==> config.mk <==
export PLATFORM = sky130hd
export DESIGN_NAME = hazard_scoreboard
export DESIGN_NICKNAME = d
export VERILOG_FILES = /design/src/rtl/hazard_scoreboard.sv
export SDC_FILE = /design/constraint.sdc
export NUM_CORES = 1
export LEC_CHECK = 0
export ABC_AREA = 0
export BUFFER_PORTS_ARGS = -buffer_cell sky130_fd_sc_hd__buf_2
export CAP_MARGIN = 5
export CORE_ASPECT_RATIO = 2
export CORE_MARGIN = 2
export CORE_UTILIZATION = 53
export CTS_BUF_LIST = sky130_fd_sc_hd__clkbuf_8 sky130_fd_sc_hd__clkbuf_16
export DETAILED_ROUTE_END_ITERATION = 10
export PLACE_DENSITY_LB_ADDON = 0.08
export RECOVER_POWER = 50
export SLEW_MARGIN = 20
export SYNTH_ARGS = -nofsm -noshare
export SYNTH_HDL_FRONTEND = slang
export SYNTH_SLANG_ARGS = --single-unit
==> constraint.sdc <==
create_clock -name clk -period 3.4 [get_ports clk]
set_input_delay 0.51 -clock clk [delete_from_list [all_inputs] [get_ports clk]]
set_output_delay 0.51 -clock clk [all_outputs]
set_load 0.03 [all_outputs]
==> src/rtl/hazard_scoreboard.sv <==
// hazard_scoreboard
//   Register-write scoreboard for an in-order pipeline without RF bypass.
//   Tracks, per architectural register, how many issued writes have not yet
//   reached writeback, stalls decode on RAW hazards or counter saturation,
//   and sequences HALT through a drain phase before stopping.
//
// Ports
//   clk                     sole clock, rising edge
//   rst                     synchronous active-low reset
//   id_valid                decode holds a valid instruction
//   id_rs_sel / id_rt_sel   source register selects
//   id_rs_used / id_rt_used source actually read
//   id_rd_sel, id_regwrite  destination register and write enable
//   id_halt                 decode instruction is HALT
//   flush                   decode instruction is squashed
//   wb_regwrite, wb_regsel  register-file write in writeback this cycle
//   stall                   hold PC and IF/ID
//   issue                   decode instruction advances into ID/EX
//   bubble                  insert NOP into ID/EX
//   halted                  pipeline drained and stopped
//   sb_err                  sticky counter-underflow flag
module hazard_scoreboard #(
  parameter int MAXINF = 3
) (
  input  logic       clk,
  input  logic       rst,
  input  logic       id_valid,
  input  logic [2:0] id_rs_sel,
  input  logic [2:0] id_rt_sel,
  input  logic       id_rs_used,
  input  logic       id_rt_used,
  input  logic [2:0] id_rd_sel,
  input  logic       id_regwrite,
  input  logic       id_halt,
  input  logic       flush,
  input  logic       wb_regwrite,
  input  logic [2:0] wb_regsel,
  output logic       stall,
  output logic       issue,
  output logic       bubble,
  output logic       halted,
  output logic       sb_err
);

  localparam int NREG = 8;
  localparam int CW   = $clog2(MAXINF + 1);
  localparam logic [CW-1:0] CMAX = CW'(MAXINF);

  localparam logic [1:0] S_RUN    = 2'd0;
  localparam logic [1:0] S_DRAIN  = 2'd1;
  localparam logic [1:0] S_HALTED = 2'd2;

  logic [NREG-1:0][CW-1:0] cnt_q, cnt_d;
  logic [1:0]              state_q, state_d;
  logic                    err_q, err_d;
  logic                    hazard, run, uflow;

  // Hazards are judged purely on registered counts: a writeback in the same
  // cycle does not clear a RAW hazard because the register file cannot bypass.
  assign hazard = (id_rs_used  && (cnt_q[id_rs_sel] != '0))
               || (id_rt_used  && (cnt_q[id_rt_sel] != '0))
               || (id_regwrite && (cnt_q[id_rd_sel] == CMAX));

  assign run    = (state_q == S_RUN);
  assign issue  = run && id_valid && !flush && !hazard;
  assign stall  = run ? (id_valid && !flush && hazard) : 1'b1;
  assign bubble = !issue;
  assign halted = (state_q == S_HALTED);
  assign sb_err = err_q;

  always_comb begin
    cnt_d = cnt_q;
    uflow = 1'b0;
    for (int r = 0; r < NREG; r++) begin
      logic inc, dec;
      inc = issue && id_regwrite && (id_rd_sel == 3'(r));
      dec = wb_regwrite && (wb_regsel == 3'(r));
      // Simultaneous inc/dec on one register cancel out; no underflow then.
      if (inc && !dec) begin
        cnt_d[r] = cnt_q[r] + CW'(1);
      end else if (dec && !inc) begin
        if (cnt_q[r] == '0) uflow = 1'b1;
        else                cnt_d[r] = cnt_q[r] - CW'(1);
      end
    end
  end

  assign err_d = err_q | uflow;

  always_comb begin
    state_d = state_q;
    case (state_q)
      S_RUN:    if (issue && id_halt) state_d = S_DRAIN;
      // Drain completes on the post-update counter values of this cycle.
      S_DRAIN:  if (cnt_d == '0)      state_d = S_HALTED;
      S_HALTED: state_d = S_HALTED;
      default:  state_d = S_RUN;
    endcase
  end

  always_ff @(posedge clk) begin
    if (!rst) begin
      cnt_q   <= '0;
      state_q <= S_RUN;
      err_q   <= 1'b0;
    end else begin
      cnt_q   <= cnt_d;
      state_q <= state_d;
      err_q   <= err_d;
    end
  end

endmodule
# [After elaboration in Yosys (flattened, before gate mapping)]
# Cells that the tools add are included.
[op_classes] magnitude_cmp=3 bitwise_logic=1 n_addsub=16 n_mux=58 eq_ne=19 reduce_logical=78
[op_table] operator="$mux 2" n=29
[op_table] operator="$logic_and 1x1->1" n=42
[op_table] operator="$mux 1" n=25
[op_table] operator="$eq 3x3->1 const B" n=8
[op_table] operator="$logic_not 1->1" n=19
[op_table] operator="$bmux 2 s3" n=3
[op_table] operator="$logic_not 2->1" n=9
[op_table] operator="$add 2x1->2 const B" n=8
[op_table] operator="$logic_not 16->1" n=1
[op_table] operator="$sub 2x1->2 const B" n=8
[op_table] operator="$eq 3x2->1 const B" n=4
[op_table] operator="$lt 3x4->1 const B" n=3
[op_table] operator="$eq 3x1->1 const B" n=2
[op_table] operator="$logic_not 3->1" n=2
[op_table] operator="$pmux 2 s3" n=1
[op_table] operator="$eq 2x2->1 const B" n=2
[op_table] operator="$reduce_bool 2->1" n=2
[op_table] operator="$eq 2x1->1 const B" n=1
[op_table] operator="$logic_or 1x1->1" n=2
[op_table] operator="$ne 2x1->1 const B" n=1
[op_table] operator="$ne 2x2->1 const B" n=1
[op_table] operator="$reduce_and 2->1" n=1
[op_table] operator="$or 1x1->1" n=1
[totals] out_inout_bits=5 input_bits=21 regBits=19

# [Depth between registers and ports, before layout]
# Gate-level depths: netlist (run 1).
[depth] depth_word=36 mapped_depth=12

# [Worst setup path after synthesis (run 1)]
# No wires, ideal clock.
[synth_timing] path_type="input port to flip-flop" from="in id_rd_sel[1]" to="reg state_q[0]" path_stages=10 setup_slack_ps=352 required_ps=3269 arrival_ps=2917 path_cell_list="clkbuf_1 > and4b_1 > or4_1 > nor2_1 > a32oi_1 > nor2_1 > nand4_1 > or4b_1 > o2111ai_1 > nand4_1"
[synth_via] elab_chain_len=16 elab_cells_between_ends=69 classes_between="eq/ne (10); mux (18); reduce/logical (41)"
[synth_lines] element="start, declared" line="32" rtl="input logic [2:0] id_rd_sel,"
[synth_lines] element="$bmux 2 s3" line="62" rtl="|| (id_regwrite && (cnt_q[id_rd_sel] == CMAX));"
[synth_lines] element="$mux 2 (not written as such)" line="62"
[synth_lines] element="$eq 2x2->1" line="62"
[synth_lines] element="$logic_and 1x1->1" line="62"
[synth_lines] element="$logic_or 1x1->1" line="62"
[synth_lines] element="$logic_not 1->1" line="65" rtl="assign issue = run && id_valid && !flush && !hazard;"
[synth_lines] element="$logic_and 1x1->1" line="65"
[synth_lines] element="$logic_and 1x1->1 (2 in a row)" line="76" rtl="inc = issue && id_regwrite && (id_rd_sel == 3'(r));"
[synth_lines] element="$logic_not 1->1" line="81" rtl="end else if (dec && !inc) begin"
[synth_lines] element="$logic_and 1x1->1" line="81"
[synth_lines] element="$mux 2" line="81"
[synth_lines] element="$mux 2" line="79" rtl="if (inc && !dec) begin"
[synth_lines] element="$logic_not 16->1" line="95" rtl="S_DRAIN: if (cnt_d == '0) state_d = S_HALTED;"
[synth_lines] element="$ne 2x2->1 (no line)"
[synth_lines] element="$reduce_and 2->1 (no line) (*)"
[synth_lines] element="end signal, assigned" line="108" rtl="state_q <= state_d;"
[synth_lines] element="end, declared" line="54" rtl="logic [1:0] state_q, state_d;"
# Mark *: on every way between the ends. The rest lies on a longest branch, timed or not. The select of a mux whose other input is x is not followed.
# A chain may end at the register's enable or synchronous reset.

# [Worst setup path after layout (run 1)]
[layout_timing] from="reg cnt_q[5] (netlist bit)" to="reg state_q[1]"
[layout_via] elab_chain_len=17 elab_cells_between_ends=74 classes_between="add/sub (2); eq/ne (3); mux (23); reduce/logical (46)"
[layout_lines] element="start, declared" line="53" rtl="logic [NREG-1:0][CW-1:0] cnt_q, cnt_d;"
[layout_lines] element="start signal, assigned" line="107" rtl="cnt_q <= cnt_d;"
[layout_lines] element="$bmux 2 s3 (on tied branches)" line="60, 61"
[layout_lines] element="$mux 2 (on tied branches)" line="60, 61"
[layout_lines] element="$reduce_bool 2->1 (on tied branches)" line="60, 61"
[layout_lines] element="$logic_and 1x1->1 (on tied branches)" line="60, 61"
[layout_lines] element="$logic_or 1x1->1" line="61" rtl="|| (id_rt_used && (cnt_q[id_rt_sel] != '0))"
[layout_lines] element="$logic_or 1x1->1" line="62"
[layout_lines] element="$logic_not 1->1" line="65"
[layout_lines] element="$logic_and 1x1->1" line="65"
[layout_lines] element="$logic_and 1x1->1 (2 in a row)" line="76"
[layout_lines] element="$logic_not 1->1" line="81"
[layout_lines] element="$logic_and 1x1->1" line="81"
[layout_lines] element="$mux 2" line="81"
[layout_lines] element="$mux 2" line="79"
[layout_lines] element="$logic_not 16->1" line="95"
[layout_lines] element="$ne 2x2->1 (no line)"
[layout_lines] element="$reduce_and 2->1 (no line) (*)"
# Marks and branches as above.

==> metrics.txt, run 1 <==
outcome finished, final reports clean; GRT Overall Usage 0.338; RSZ-0062 raised after global routing no; adder-cell area share of the yosys netlist 0.145; WS Path Type reg2reg; Final min period 3230 ps; vias in the first global route 2803; Multi-input gate area 1910 µm²; worst hold path type reg2reg; Row Count 34; Antenna Cells 0; Synth Instances 326; post-DP HPWL 6370 µm; number of warnings issued by yosys 0; Worst-Skew Late Latency 270 ps; DRT iter0 DRCs 88; initial antenna violation count 0; die width 51.7 µm; slew margin rel. 0.596; Max Fclk 310 MHz; DR DRC count 0; largest family of logic cells by synthesized area simple AND/OR/NAND/NOR gates; most common cell in the netlist nand2_1; GRT overflow 0; critical path fanouts, max 7; H-tree depth 1; layout cell share with drive strength beyond 1 0.167; post-layout instance area 2740 µm²; Post-Route Utilization 0.626; worst hold slack 544 ps; largest net degree at the start of global routing 18; root buf cell clkbuf_8; worst slew pin tran 601 ps; Simple-Gate Fraction of Synth Area 0.415; # fillers 424; worst-path cell chain or3b_1 > a21oi_4 > o221a_1 > nand3_2 > or3_1 > o221a_2 > or4b_1 > o2111ai_1 > nand4_1; Yosys reg bits 19; Leak Pwr 1.12 nW; Compound-Gate Fraction of Synth Area 0.226; post-route ant nets 0; WL per Instance 19.0 µm; Starting Density 0.551; number of buffers and inverters on the critical path 0; Post-Layout Cell Count 419; largest stage delay on the critical path 550 ps; area of the die 5140 µm²; Post-Synth XOR/XNOR Area 0.00726; CP delay by family, top simple AND/OR/NAND/NOR gates; placed instance area 2710 µm²; slowest CP cell or4b_1; Via-to-Cell Ratio 6.55; max cap viols 0; Cells after DPL 415; NumNets Final 415; CTS tree done; synth cell count leaders nand2_1 (63), nor2_1 (40), ha_1 (28); Net Count, Synth 375; Most used DFF post-synth dfxtp_1; Layout Skew 2.05 ps; area leader, netlist dfxtp_1; final worst path period share 0.949; final setup fails 0; # IOs 26; FFs w/ async S/R, synth 0; post-synth top area share 0.158; CTS Buffer Depth 2; first drt pass iteration count 5; cts-stage hold buffer count 0; max-slew violation count 0; TNS Setup 0 ps; mux share of post-synthesis cell area 0; final WL 7970 µm; routability cong. 1.01; Yosys cell types 62; Die Y 99.4 µm; Port Buffer Count 25; syn avg cell area 7.40 µm²; Synth Cell Area 2410 µm²; critical path arrival 3380 ps; Synth area leaders dfxtp_1 (16%), ha_1 (15%), nand2_1 (9.8%); global-route wire length before repair 12900 µm; worst path required time 3560 ps; Placeable Area 4380 µm²; clk slew on worst S/H paths 80 ps; crit end category register; Post-synth EDFFs 0; post-synthesis sequential area ratio 0.158; Syn-to-layout area delta 13.7%; Post CTS Setup Buffer Count 0; Hold Fails Final Rpt 0; TritonCTS buffer count 3; CP Launch Type register; DR vias 2745; clock sink count 19; power density cells 268 nW/µm²; Storage cell area 380 µm²; worst vdd ir 0.402 mV
## metal layers
metal,global-route usage,vias to the layer above,routed length (µm)
li1,-,1289,-
met1,0.328,1271,2730
met2,0.602,140,4110
met3,0.0495,45,498
met4,0.269,0,620
met5,0,-,0
## path summary, 6_finish.rpt
kind,startpoint,cells after the start,end,slack [ps]
worst max-delay path,cnt_q[5]$_SDFF_PN0_,9,state_q[1]$_SDFFE_PN0P_,170
worst min-delay path,sb_err$_SDFF_PN0_,2,sb_err$_SDFF_PN0_,540
worst max register to register,cnt_q[5]$_SDFF_PN0_,9,state_q[1]$_SDFFE_PN0P_,170
worst min register to register,sb_err$_SDFF_PN0_,2,sb_err$_SDFF_PN0_,540
## tightest hold or removal path: stages (launching register included)
cell and delay, ps:
dfxtp_1 330, a2111oi_0 60, a21oi_1 120
## what timing repair did
action	CTS	global route
endpoints found under the hold margin	0	0
endpoints found under the setup margin	0	1
resized for setup	0	1
## power breakdown
group	leakage, nW	internal [W]	switching [W]
clock network	0.0255	0.0000821	0.0000878
logic	0.937	0.000113	0.000201
registers	0.154	0.000236	0.0000143
## flip-flops by register name, summed over array words and instances (netlist names)
signal and count:
sb_err 1, state_q 2, cnt_q 16
## through the flow
stage	power [W]	worst slack [ps]
final	0.000734	175
after CTS	0.000737	203
after global routing	0.000784	12.5
after detailed placement	0.000567	4.63
after floorplan	0.000463	352
after global placement	0.000559	32.2
## kinds of logic after synthesis
kind of cell	after synthesis
AOI/OAI and AO/OA	59
xor gates and xnor gates	2
adders and majority gates	28
buffers and inverters	30
DFF	19
and+or+nand+nor	188
## layout make-up
| class | instances | area share |
|---|---|---|
| Sequential cell | 19 | 0.139 |
| Multi-Input combinational cell | 277 | 0.696 |
| Clock buffer | 3 | 0.0150 |
| Inverter | 20 | 0.0274 |
| Timing Repair Buffer | 45 | 0.0967 |
| Tap cell | 54 | 0.0246 |
| Clock inverter | 1 | 0.00182 |
## placed cells by master (no fill, tap or decap), types with 2 or more instances in the layout
cell type and count:
nand2_1 63, nor2_1 40, ha_1 28, buf_2 23, inv_1 20, dfxtp_1 19, buf_4 18, nand3_1 11
a2111oi_0 11, a32oi_1 10, nor3_1 9, nand4_1 8, or3_1 7, and2_1 6, nand2b_1 5, and3_1 5
nand4b_1 4, a21oi_1 4, clkbuf_1 4, nor4bb_1 3, nor4b_1 3, or4b_1 3, o21ai_0 3, nor2b_1 3
or2_2 3, clkbuf_8 3, and4b_1 2, nor4b_2 2, and4bb_1 2, or3b_1 2, a21oi_4 2, o221a_1 2
o32ai_1 2, a2111o_1 2, xnor2_1 2, o2111ai_1 2
(Power assumes the default switching activity.)
==> run 2, diff against run 1 <==
BUFFER_PORTS_ARGS = default   (was -buffer_cell sky130_fd_sc_hd__buf_2)
CTS_BUF_LIST = sky130_fd_sc_hd__clkbuf_8   (was sky130_fd_sc_hd__clkbuf_8 sky130_fd_sc_hd__clkbuf_16)
DONT_BUFFER_PORTS = 1   (was default)
==> run 2 against run 1 <==
  * Sequential share of layout area increased by 0.85 points
  * Worst setup slack improved by 41 ps
  * Maximum frequency increased by 1.3%
  * Hold slack got worse by 190 ps
  * Critical path depth unchanged
  * Clock skew increased by 2.3 ps
  * Wire length decreased by 2.8%
  * Total power decreased by 3.5%
  * Register-to-register slack improved by 40 ps
  * Core utilization decreased by 3.6 points
  * First-iteration DRC count decreased by 22%
  * Via count decreased by 6.4%
==> metrics.txt, run 2 (same netlist as run 1, synthesis figures left out) <==
switching pwr 0.000287 W; Final min period 3180 ps; worst vdd ir 0.321 mV; CTS Buffer Depth 2; # IOs 26; Starting Density 0.551; internal power 0.000421 W; clock sink count 19; NumNets Final 385; placed instance area 2550 µm²; worst path required time 3560 ps; CTS tree done; Cells after DPL 385; largest reg by FF count cnt_q; WS Path Type reg2reg; crit end category register; root buf cell clkbuf_8; Max Fclk 314 MHz; Syn-to-layout area delta 7.21%; leading cell type in the layout, fill and taps excluded nand2_1; max-slew violation count 0; RSZ-0062 raised after global routing no; TNS Setup 0 ps; Largest register FFs 16; Row Count 34; DR vias 2569; slew margin rel. 0.588; TritonCTS buffer count 3; die width 51.7 µm; area of the die 5140 µm²; layout cell share with drive strength beyond 1 0.0925; post-route ant nets 0; dpl ws 169 ps; Post-Layout Cell Count 389; overall power 0.000709 W; post-layout instance area 2590 µm²; worst hold path type in2reg; cts-stage hold buffer count 0; Layout Skew 4.32 ps; CP Launch Type register; GRT overflow 0; outcome finished, final reports clean; global-route wire length before repair 12300 µm; critical path fanouts, max 8; critical path arrival 3350 ps; Port Buffer Count 0; clk slew on worst S/H paths 80 ps; Hold Fails Final Rpt 0; max cap viols 0; switching share of total power 0.405; GRT Overall Usage 0.321; worst slew pin tran 613 ps; Die Y 99.4 µm; DRT iter0 DRCs 69; Clk network pwr share 0.247; post-DP HPWL 6210 µm; initial antenna violation count 0; first drt pass iteration count 4; Antenna Cells 0; Seq pwr share 0.357; Via-to-Cell Ratio 6.60; vias in the first global route 2575; final worst path period share 0.937; power density cells 274 nW/µm²; most frequent cells in the layout nand2_1 (63), nor2_1 (40), ha_1 (28), inv_1 (20), dfxtp_1 (19); final setup fails 0; DR DRC count 0; final WL 7750 µm; Placeable Area 4380 µm²; H-tree depth 1; routability cong. 0.938; Leak Pwr 0.993 nW; largest net degree at the start of global routing 19; combinational fraction of design power 0.396; Final WS setup 216 ps; WL per Instance 19.9 µm; Worst-Skew Late Latency 280 ps
## run 2: cell types whose count changed in the layout (fill, tap and decap cells not counted)
cell,previous run,this run
o221a_2,1,2
and3b_2,1,0
and3b_1,0,1
o221ai_4,1,2
o221ai_2,1,0
buf_2,23,0
o221a_1,2,1
buf_4,18,11
## run 2: repair_timing
item / CTS / global route
hold endpoints to repair: 0 / 0
setup buffers: 0 / 0
gates resized for setup: 0 / 1
endpoints found under the setup margin: 0 / 2
## run 2: cell type report
type	instances	area, µm²
Fill cell	446	1800
Multi-Input combinational cell	277	1920
Tap cell	54	67.6
Sequential cell	19	380
Timing Repair Buffer	15	97.6
Inverter	20	75.1
Clock inverter	1	5.00
Clock buffer	3	41.3
## run 2: final timing paths
check	from	endpoint	slack [ps]	cells after the start
max	cnt_q[2]$_SDFF_PN0_	state_q[0]$_SDFFE_PN0P_	220	9
min	rst	cnt_q[5]$_SDFF_PN0_	350	1
max reg2reg	cnt_q[2]$_SDFF_PN0_	state_q[0]$_SDFFE_PN0P_	220	9
min reg2reg	state_q[1]$_SDFFE_PN0P_	state_q[1]$_SDFFE_PN0P_	550	2
## run 2: critical path: stages, from the launching register on
cell and delay [ps]:
dfxtp_1 500, nor4b_1 90, or4b_1 670, o221a_2 440
nand3_1 130, a21oi_1 60, or3_1 370, or4b_1 510
o2111ai_1 200, nand4_1 90
## run 2: per-layer routing
metal / track usage / routed length (µm)
met5: 0 / 0
met4: 0.233 / 594
met3: 0.0420 / 474
met2: 0.573 / 3940
met1: 0.324 / 2740
## run 2: through the flow
stage	hold WS, ps	util
finish	354	0.590
global route	359	0.590
CTS	354	0.593
detailed placement	537	0.582
global placement	534	0.582
floorplan	516	-
## run 2: power groups by stage
stage                     registers, W  logic [W]  clock network [W]
final                         0.000253   0.000281           0.000175
after global placement        0.000258   0.000277                  0
after global routing          0.000255   0.000306           0.000187
after CTS                     0.000253   0.000281           0.000180
after floorplan               0.000254   0.000210                  0
after detailed placement      0.000258   0.000279                  0
